**config.mk**
```make
export PLATFORM = sky130hd
export DESIGN_NAME = burst_read_sequencer_flat
export DESIGN_NICKNAME = d
export VERILOG_FILES = /design/src/rtl/burst_read_sequencer_if.sv /design/src/rtl/burst_read_sequencer.sv /design/src/flat_wrapper.sv
export SDC_FILE = /design/constraint.sdc
export NUM_CORES = 1
export LEC_CHECK = 0
export CORE_ASPECT_RATIO = 0.5
export CORE_MARGIN = 4
export CORE_UTILIZATION = 48
export DETAILED_ROUTE_END_ITERATION = 6
export PLACE_DENSITY = 0.84
export RECOVER_POWER = 25
export SLEW_MARGIN = 20
export SYNTH_ARGS = -nofsm -noshare
export SYNTH_HDL_FRONTEND = slang
export SYNTH_SLANG_ARGS = --single-unit
```
**constraint.sdc**
```tcl
create_clock -name clk -period 3.55 [get_ports clk]
set_input_delay 0.5325 -clock clk [delete_from_list [all_inputs] [get_ports clk]]
set_output_delay 0.5325 -clock clk [all_outputs]
set_load 0.01 [all_outputs]
```
**src/rtl/burst_read_sequencer_if.sv**
```systemverilog
// Command and read-master control bundle for the burst read sequencer.
interface burst_read_sequencer_if #(
  parameter int unsigned ADDRESS_WIDTH    = 32,
  parameter int unsigned LENGTH_WIDTH     = 24,
  parameter int unsigned BURST_WIDTH      = 4,
  parameter int unsigned FIFO_USEDW_WIDTH = 10
);
  logic                        cmd_start;
  logic [ADDRESS_WIDTH-1:0]    cmd_baseaddress;
  logic [LENGTH_WIDTH-1:0]     cmd_length;
  logic                        cmd_busy;
  logic                        cmd_done;
  logic                        cmd_error;
  logic                        rd_start;
  logic [ADDRESS_WIDTH-1:0]    rd_baseaddress;
  logic [BURST_WIDTH-1:0]      rd_burstcount;
  logic                        rd_busy;
  logic                        rd_readdatavalid;
  logic [FIFO_USEDW_WIDTH-1:0] fifo_usedw;

  // Sequencer side
  modport slave (
    input  cmd_start, cmd_baseaddress, cmd_length,
    input  rd_busy, rd_readdatavalid, fifo_usedw,
    output cmd_busy, cmd_done, cmd_error,
    output rd_start, rd_baseaddress, rd_burstcount
  );

  // Controller / read-master side
  modport master (
    output cmd_start, cmd_baseaddress, cmd_length,
    output rd_busy, rd_readdatavalid, fifo_usedw,
    input  cmd_busy, cmd_done, cmd_error,
    input  rd_start, rd_baseaddress, rd_burstcount
  );
endinterface

```
**src/rtl/burst_read_sequencer.sv**
```systemverilog
// Splits a long linear read into bursts of at most BURST_COUNT words,
// issuing each burst only when the downstream FIFO can absorb all its beats.
module burst_read_sequencer #(
  parameter int unsigned ADDRESS_WIDTH       = 32,
  parameter int unsigned LENGTH_WIDTH        = 24,
  parameter int unsigned DATA_WIDTH          = 32,
  parameter int unsigned BYTES_PER_WORD_LOG2 = 2,
  parameter int unsigned BURST_COUNT         = 8,
  parameter int unsigned BURST_WIDTH         = 4,
  parameter int unsigned FIFO_DEPTH          = 512,
  parameter int unsigned FIFO_USEDW_WIDTH    = 10
) (
  input logic                    clk,
  input logic                    reset,
  burst_read_sequencer_if.slave  bus
);

  // Parameter consistency guards
  if (DATA_WIDTH != (8 << BYTES_PER_WORD_LOG2)) begin : g_bad_word_size
    $error("DATA_WIDTH does not match BYTES_PER_WORD_LOG2");
  end
  if (BURST_COUNT >= (1 << BURST_WIDTH)) begin : g_bad_burst_width
    $error("BURST_WIDTH cannot hold BURST_COUNT");
  end

  typedef enum logic [2:0] {
    S_IDLE,
    S_CHECK,
    S_WAIT_ACK,
    S_WAIT_DONE,
    S_DONE
  } state_t;

  state_t                   state;
  logic [ADDRESS_WIDTH-1:0] addr;
  logic [LENGTH_WIDTH-1:0]  remaining;
  logic [BURST_WIDTH-1:0]   cur;
  logic [BURST_WIDTH-1:0]   beats;

  logic [BURST_WIDTH-1:0]   cur_next_c;
  logic                     room_c;
  logic                     in_burst_c;

  // Next burst size and whether the FIFO has space for every beat of it
  always_comb begin
    cur_next_c = BURST_WIDTH'(BURST_COUNT);
    if (remaining < LENGTH_WIDTH'(BURST_COUNT)) begin
      cur_next_c = BURST_WIDTH'(remaining);
    end
    room_c     = (32'(bus.fifo_usedw) + 32'(cur_next_c)) <= 32'(FIFO_DEPTH);
    in_burst_c = (state == S_WAIT_ACK) || (state == S_WAIT_DONE);
  end

  // Sequencer state machine with registered outputs and beat counter
  always_ff @(posedge clk or posedge reset) begin
    if (reset) begin
      state              <= S_IDLE;
      addr               <= '0;
      remaining          <= '0;
      cur                <= '0;
      beats              <= '0;
      bus.cmd_busy       <= 1'b0;
      bus.cmd_done       <= 1'b0;
      bus.cmd_error      <= 1'b0;
      bus.rd_start       <= 1'b0;
      bus.rd_baseaddress <= '0;
      bus.rd_burstcount  <= '0;
    end else begin
      // Beats only matter while a burst is outstanding; an extra beat saturates
      if (in_burst_c && bus.rd_readdatavalid) begin
        if (beats == cur) begin
          bus.cmd_error <= 1'b1;
        end else begin
          beats <= beats + BURST_WIDTH'(1);
        end
      end

      case (state)
        S_IDLE: begin
          if (bus.cmd_start) begin
            addr          <= bus.cmd_baseaddress;
            remaining     <= bus.cmd_length;
            bus.cmd_error <= 1'b0;
            bus.cmd_busy  <= 1'b1;
            state         <= S_CHECK;
          end
        end

        S_CHECK: begin
          if (remaining == '0) begin
            bus.cmd_done <= 1'b1;
            state        <= S_DONE;
          end else if (room_c) begin
            bus.rd_start       <= 1'b1;
            bus.rd_baseaddress <= addr;
            bus.rd_burstcount  <= cur_next_c;
            cur                <= cur_next_c;
            beats              <= '0;
            state              <= S_WAIT_ACK;
          end
        end

        S_WAIT_ACK: begin
          bus.rd_start <= 1'b0;
          if (bus.rd_busy) begin
            state <= S_WAIT_DONE;
          end
        end

        S_WAIT_DONE: begin
          if (!bus.rd_busy) begin
            if (beats == cur) begin
              addr      <= addr + (ADDRESS_WIDTH'(cur) << BYTES_PER_WORD_LOG2);
              remaining <= remaining - LENGTH_WIDTH'(cur);
              state     <= S_CHECK;
            end else begin
              bus.cmd_error <= 1'b1;
              bus.cmd_done  <= 1'b1;
              state         <= S_DONE;
            end
          end
        end

        S_DONE: begin
          bus.cmd_done <= 1'b0;
          bus.cmd_busy <= 1'b0;
          state        <= S_IDLE;
        end

        default: state <= S_IDLE;
      endcase
    end
  end

endmodule

```
**src/flat_wrapper.sv**
```systemverilog
// flat-port wrapper written by rule: the top's interface ports become plain ports
module burst_read_sequencer_flat 
#(
  parameter int unsigned ADDRESS_WIDTH       = 32,
  parameter int unsigned LENGTH_WIDTH        = 24,
  parameter int unsigned DATA_WIDTH          = 32,
  parameter int unsigned BYTES_PER_WORD_LOG2 = 2,
  parameter int unsigned BURST_COUNT         = 8,
  parameter int unsigned BURST_WIDTH         = 4,
  parameter int unsigned FIFO_DEPTH          = 512,
  parameter int unsigned FIFO_USEDW_WIDTH    = 10
)
  (clk, reset, bus_cmd_start, bus_cmd_baseaddress, bus_cmd_length, bus_rd_busy, bus_rd_readdatavalid, bus_fifo_usedw, bus_cmd_busy, bus_cmd_done, bus_cmd_error, bus_rd_start, bus_rd_baseaddress, bus_rd_burstcount);
  burst_read_sequencer_if #(.ADDRESS_WIDTH(ADDRESS_WIDTH), .LENGTH_WIDTH(LENGTH_WIDTH), .BURST_WIDTH(BURST_WIDTH), .FIFO_USEDW_WIDTH(FIFO_USEDW_WIDTH)) bus_i ();
  input logic clk;
  input logic reset;
  input wire logic [$bits(bus_i.cmd_start)-1:0] bus_cmd_start;
  input wire logic [$bits(bus_i.cmd_baseaddress)-1:0] bus_cmd_baseaddress;
  input wire logic [$bits(bus_i.cmd_length)-1:0] bus_cmd_length;
  input wire logic [$bits(bus_i.rd_busy)-1:0] bus_rd_busy;
  input wire logic [$bits(bus_i.rd_readdatavalid)-1:0] bus_rd_readdatavalid;
  input wire logic [$bits(bus_i.fifo_usedw)-1:0] bus_fifo_usedw;
  output wire logic [$bits(bus_i.cmd_busy)-1:0] bus_cmd_busy;
  output wire logic [$bits(bus_i.cmd_done)-1:0] bus_cmd_done;
  output wire logic [$bits(bus_i.cmd_error)-1:0] bus_cmd_error;
  output wire logic [$bits(bus_i.rd_start)-1:0] bus_rd_start;
  output wire logic [$bits(bus_i.rd_baseaddress)-1:0] bus_rd_baseaddress;
  output wire logic [$bits(bus_i.rd_burstcount)-1:0] bus_rd_burstcount;
  assign bus_i.cmd_start = bus_cmd_start;
  assign bus_i.cmd_baseaddress = bus_cmd_baseaddress;
  assign bus_i.cmd_length = bus_cmd_length;
  assign bus_i.rd_busy = bus_rd_busy;
  assign bus_i.rd_readdatavalid = bus_rd_readdatavalid;
  assign bus_i.fifo_usedw = bus_fifo_usedw;
  assign bus_cmd_busy = bus_i.cmd_busy;
  assign bus_cmd_done = bus_i.cmd_done;
  assign bus_cmd_error = bus_i.cmd_error;
  assign bus_rd_start = bus_i.rd_start;
  assign bus_rd_baseaddress = bus_i.rd_baseaddress;
  assign bus_rd_burstcount = bus_i.rd_burstcount;
  burst_read_sequencer #(.ADDRESS_WIDTH(ADDRESS_WIDTH), .LENGTH_WIDTH(LENGTH_WIDTH), .DATA_WIDTH(DATA_WIDTH), .BYTES_PER_WORD_LOG2(BYTES_PER_WORD_LOG2), .BURST_COUNT(BURST_COUNT), .BURST_WIDTH(BURST_WIDTH), .FIFO_DEPTH(FIFO_DEPTH), .FIFO_USEDW_WIDTH(FIFO_USEDW_WIDTH)) u_core (.clk(clk), .reset(reset), .bus(bus_i));
endmodule
```
# --- Yosys cells after proc, flatten, opt, wreduce, memory -nomap -nowiden ---
# Index checks and enable logic that the tools add are counted.
classes:
  add_sub_neg: 4
  n_lt_le_gt_ge: 2
  n_eq_ne: 14
  n_mux: 36
  n_bitwise: 1
  n_reduce_logical: 14
ops:
  columns: ["op", "count"]
  rows:
  - ["$mux 32", 3]
  - ["$mux 24", 3]
  - ["$pmux 32 s2", 1]
  - ["$pmux 24 s2", 1]
  - ["$add 32x6->32", 1]
  - ["$le 32x10->1 const B", 1]
  - ["$logic_not 24->1", 1]
  - ["$lt 24x4->1 const B", 1]
  - ["$mux 4", 6]
  - ["$sub 24x4->24", 1]
  - ["$mux 3", 6]
  - ["$ne 2x2->1 const B", 6]
  - ["$pmux 3 s4", 1]
  - ["$reduce_and 4->1", 3]
  - ["$add 10x4->11", 1]
  - ["$mux 1", 11]
  - ["$eq 3x2->1 const B", 2]
  - ["$pmux 1 s2", 3]
  - ["$reduce_and 3->1", 2]
  - ["$reduce_bool 2->1", 3]
  - ["$add 4x1->4 const B", 1]
  - ["$eq 4x4->1", 1]
  - ["$ne 2x1->1 const B", 2]
  - ["$eq 3x1->1 const B", 1]
  - ["9 further kinds", 9]
word_totals:
  reg_bits: 103
  in_bits: 71
  out_inout_bits: 40

# --- Depth between registers and ports, before layout ---
depth:
  ltp_word: 7
  ltp_mapped: 14
  mapped_depth_nobuf: 13

# --- Worst setup path after synthesis ---
# No wires, ideal clock.
synth_path:
  kind: "register to register"
  start: "reg u_core.remaining[17]"
  end: "reg u_core.bus.rd_baseaddress[0]"
  t_arrival_ps: 3517
  path_slack_ps: -92
  path_stages_with_launch: 14
  synth_period_minus_slack_ps: 3642
  cell_sequence: "dfrtp_1 -> or4_4 -> nor4_4 -> nor4b_4 -> inv_1 -> nor2_1 -> ha_1 -> a211oi_1 -> mux2i_1 -> o21ai_0 -> a31oi_1 -> o21ai_4 -> buf_12 -> mux2_4"
synth_between:
  elab_chain_cells: 5
synth_rtl:
  columns: ["element", "line", "rtl"]
  rows:
  - ["start: declaration", "burst_read_sequencer.sv:36", "logic [LENGTH_WIDTH-1:0] remaining;"]
  - ["start signal: assignment", "burst_read_sequencer.sv:82", "remaining <= bus.cmd_length;"]
  - ["start signal: assignment", "burst_read_sequencer.sv:114", "remaining <= remaining - LENGTH_WIDTH'(cur);"]
  - ["$lt 24x4->1", "burst_read_sequencer.sv:47", "if (remaining < LENGTH_WIDTH'(BURST_COUNT)) begin"]
  - ["$mux 4", "burst_read_sequencer.sv:47", null]
  - ["via u_core.cur_next_c[3]", "burst_read_sequencer.sv:40", "logic [BURST_WIDTH-1:0] cur_next_c;"]
  - ["$add 10x4->11", "burst_read_sequencer.sv:50", "room_c = (32'(bus.fifo_usedw) + 32'(cur_next_c)) <= 32'(FIFO_DEPTH);"]
  - ["$le 32x10->1", "burst_read_sequencer.sv:50", null]
  - ["$reduce_and 3->1 (no line)", null, null]
  - ["end signal: assignment", "burst_read_sequencer.sv:95", "bus.rd_baseaddress <= addr;"]
  - ["end: declaration", "burst_read_sequencer_if.sv:26", "output rd_start, rd_baseaddress, rd_burstcount"]
# The timed path passes the listed nets, and every way through them passes these cells.
# A chain may end at the register's enable or synchronous reset.

# --- Final worst setup path ---
layout_path:
  start: "reg u_core.remaining[20]"
  end: "reg u_core.bus.rd_baseaddress[28]"
# The elaborated chain is that of the path after synthesis.

==> summary.txt <==
Status
  – Result of the run: finished, violations left
  – Violations in the final reports: capacitance limit, slew limit, setup timing

Synth
  – Number of instances in the synthesized netlist: 621
  – Leading cell type by number of instances after synthesis: sky130_fd_sc_hd__dfrtp_1
  – Number of distinct library cells after synthesis: 66
  – Number of synthesized register bits: 103
  – Total nets after synthesis: 708
  – Cell accounting for the most synthesized area: sky130_fd_sc_hd__dfrtp_1
  – Sequential fraction of the synthesis area: 43.0%
  – Total standard cell area after synthesis: 5990 um^2
  – Share of Yosys cell area claimed by the top area cell type: 43.0%
  – Synth async-reset ratio: 100%
  – Leading post-synthesis cells by instance count: sky130_fd_sc_hd__dfrtp_1 (103), sky130_fd_sc_hd__a21oi_1 (75), sky130_fd_sc_hd__nand2_1 (50), sky130_fd_sc_hd__o21ai_0 (50), sky130_fd_sc_hd__nor2_1 (48)
  – Top flip-flop cell by instance count after synthesis: sky130_fd_sc_hd__dfrtp_1
  – Top cells by area, synth: sky130_fd_sc_hd__dfrtp_1 (43%), sky130_fd_sc_hd__mux2_4 (8.3%), sky130_fd_sc_hd__a21oi_1 (6.3%), sky130_fd_sc_hd__o21ai_0 (4.2%), sky130_fd_sc_hd__nand2_1 (3.1%)
  – Synth Area per Inst: 9.64 um^2
  – Number of enable-type register cells in the synthesized netlist: 0
  – Total number of yosys warnings: 0

Drt
  – Via count: 5584
  – Number of DRC markers in iteration 0: 494
  – Length of the first detailed-routing pass in iterations: 5
  – Total length of routed wires: 17.1 mm
  – Remaining antenna violation count after routing: 0
  – Average detailed-routed wire length per instance: 18.7 um
  – Detailed-route DRC error count: 0
  – Via-per-instance ratio: 6.11

Setup path
  – Path length in cells of the critical path: 16
  – Worst Reg-to-Reg Cells: 16
  – Cell with the biggest individual delay on the critical path: sky130_fd_sc_hd__or4_4
  – WP data arrival: 3.95 ns
  – Worst EP required: 3.78 ns
  – CP bufs+invs: 4
  – Category of the worst setup path capture point: register
  – Crit Path Max Fanout: 7
  – Maximum single-stage delay on the critical path: 0.57 ns
  – Setup CP Type: register to register
  – Top Family by Delay on Critical Path: simple AND/OR/NAND/NOR gates
  – Cells traversed along the worst timing path: or4_4, nor4_4, nor4b_4, inv_2, nor2_4, ha_4, fa_2, nor2_2, and3_1, o21ai_1, a31oi_1, buf_4, o21ai_4, buf_12, clkbuf_16, mux2_4
  – Startpoint types: register

Finish
  – Antenna Cells: 0
  – Net count reported at finish: 831
  – Syn-to-layout area delta: 31.6%
  – Fraction of layout cells with a size suffix above 1: 16.3%
  – Number of standard cells in the layout, taps in and fillers out: 914
  – Filler cells: 909
  – Final standard cell utilization of the core: 65.6%

Global route
  – Vias in the first global route: 5176
  – Largest net degree at the start of global routing: 62
  – Wire length of the first global-routing pass: 26.4 mm
  – Number of antenna violations at the first check in global routing: 0
  – Overflow after GRT: 0
  – Total track usage: 22.5%

Floorplan
  – Initial standard-cell utilization of the core: 49.8%
  – Die Wd: 166 um
  – I/O pins: 111
  – Chip height: 87.0 um
  – Full die area: 14400 um^2
  – Core outline area: 12000 um^2
  – Core Rows: 28

Worst hold path
  – Worst Hold Class: register to register
  – Number of stages on the worst hold path: 2

STA
  – Setup Skew: 0.00908 ns
  – Unrepaired setup endpoints after global routing: yes
  – Final count of pins violating max slew: 61
  – Rel. slew slack: -64.5%
  – Shortest period the worst path allows: 3.72 ns
  – Final cycle utilization of the critical path: 105%
  – Final WS setup: -0.172 ns
  – Worst hold slack: 0.467 ns
  – Tightest Pin Transition: 2.47 ns
  – Maximum achievable frequency: 269 MHz
  – Final count of negative-setup-slack endpoints: 35
  – Fin. Hold Viols: 0

Flow run
  – Max-cap viol count: 1

Placed design
  – Post-detail-place hpwl: 11.3 mm
  – Gp weighted congestion: 0.907
  – Placed cell count: 890
  – Pre-CTS setup slack: -0.0803 ns
  – Port Buffer Count: 110

Clocking
  – Clk sinks: 103
  – Clock root buffer: sky130_fd_sc_hd__clkbuf_16
  – H-tree Lvls: 3
  – Number of hold buffers added after cts: 0
  – TritonCTS buffer count: 9
  – Clock tree from TritonCTS: built
  – Clock-pin slew on the worst setup and hold paths: 0.07 ns
  – Maximum buffer depth of the clock tree: 2
  – Skew-Pair Late Insertion Delay: 0.35 ns

Power and ir drop
  – Maximum vdd ir drop: 0.000378 V
  – Power per cell area: 784 nW/um^2
  – Static Leak: 3.32 nW
routing by layer:
metal	wire length, um	share of wire (%)	up-vias	GRT usage (%)
li1	-	-	2553	-
met1	7120	42	2672	30.0
met2	8170	48	319	37.9
met3	1410	8.3	40	4.17
met4	357	2.1	0	7.11
met5	0	0	-	0
logic make-up (layout without fill, tap and decap cells):
family / Yosys count / in the layout / share of synthesized area, %
compound gates: 210 / 210 / 21.7
xor+xnor: 9 / 9 / 1.32
fa+ha+maj: 16 / 16 / 3.72
buf+inv: 50 / 178 / 4.09
flops: 103 / 103 / 43.0
mux: 38 / 38 / 9.17
simple gates: 195 / 195 / 16.9
worst register-to-register path: cells and delay by family, from the launching register on:
kind / cells / cell delay, ns
buffers and inverters: 4 / 0.60
AND/OR/NAND/NOR: 6 / 1.44
AO/OA/AOI/OAI: 3 / 0.28
multiplexers: 1 / 0.30
flip-flops: 1 / 0.39
adder cells (fa/ha/maj): 2 / 0.59
registers in the layout, indices dropped and copies added, names as in the netlist:
register	flops
u_core.remaining	24
u_core.state	3
u_core.bus.rd_baseaddress	32
u_core.addr	32
u_core.bus.cmd_error	1
u_core.bus.cmd_busy	1
u_core.bus.rd_burstcount	4
u_core.bus.rd_start	1
u_core.bus.cmd_done	1
u_core.beats	4
cells in the final DEF (no fill, tap or decap), types with 4 or more instances in the layout:
cell	count
sky130_fd_sc_hd__nand2_1	50
sky130_fd_sc_hd__clkbuf_16	11
sky130_fd_sc_hd__o2bb2a_1	4
sky130_fd_sc_hd__nor4_1	9
sky130_fd_sc_hd__xor2_1	7
sky130_fd_sc_hd__a21o_1	6
sky130_fd_sc_hd__mux2_4	33
sky130_fd_sc_hd__and2_1	5
sky130_fd_sc_hd__clkdlybuf4s50_1	109
sky130_fd_sc_hd__nor2_1	44
sky130_fd_sc_hd__buf_4	30
sky130_fd_sc_hd__nand3b_1	4
sky130_fd_sc_hd__dfrtp_1	103
sky130_fd_sc_hd__and2_2	4
sky130_fd_sc_hd__a2bb2oi_1	5
sky130_fd_sc_hd__nor3_1	21
sky130_fd_sc_hd__o22ai_1	17
sky130_fd_sc_hd__o31ai_1	5
sky130_fd_sc_hd__ha_1	9
sky130_fd_sc_hd__inv_1	15
sky130_fd_sc_hd__nor2b_1	7
sky130_fd_sc_hd__a31oi_1	7
sky130_fd_sc_hd__nand3_1	15
sky130_fd_sc_hd__a21oi_1	73
sky130_fd_sc_hd__o21a_1	5
sky130_fd_sc_hd__nand4_1	9
sky130_fd_sc_hd__and3_1	4
sky130_fd_sc_hd__o21ai_0	49
sky130_fd_sc_hd__a32oi_1	5
sky130_fd_sc_hd__o2bb2ai_1	6
worst paths after layout:
check / slack (ns) / end / startpoint
max in group asynchronous: 0.65 / u_core.bus.rd_baseaddress[12] / reset
worst max register to register: -0.17 / u_core.bus.rd_baseaddress[28] / u_core.remaining[20]
worst max-delay path: -0.17 / u_core.bus.rd_baseaddress[28] / u_core.remaining[20]
min in group asynchronous: 1.48 / u_core.bus.rd_baseaddress[24] / reset
worst min-delay path: 0.47 / u_core.addr[0] / u_core.addr[0]
worst min register to register: 0.47 / u_core.addr[0] / u_core.addr[0]
final cells by class:
type                            count  area, um^2  share of cell area (%)
Sequential cell                   103        2580                    32.7
Clock buffer                       10         239                    3.03
Tap cell                          165         206                    2.62
Timing Repair Buffer              146        1450                    18.4
Clock inverter                      6        83.8                    1.06
Inverter                           16        60.1                   0.762
Multi-Input combinational cell    468        3270                    41.4
stage by stage:
step	area [um^2]	TNS, ns	total power [W]
final	7880	-4.00	0.00618
after global routing	7880	-8.95	0.00656
after CTS	7710	-1.62	0.00608
after detailed placement	7380	-2.00	0.00497
after global placement	7380	0	0.00484
after floorplan	6000	0	0.00393
where the power goes:
group | total [W] | leakage (nW) | switching (W) | internal (W)
Sequential | 0.00225 | 1.20 | 0.000536 | 0.00172
Clock | 0.00108 | 0.162 | 0.000448 | 0.000635
Combinational | 0.00285 | 1.96 | 0.00142 | 0.00143
repair_timing:
action	in CTS	in global routing
pin swaps	0	2
resized for setup	2	11
setup endpoints to repair	35	42
setup buffers	0	5
cloned	0	3
Power figures use the tool's default switching activity.
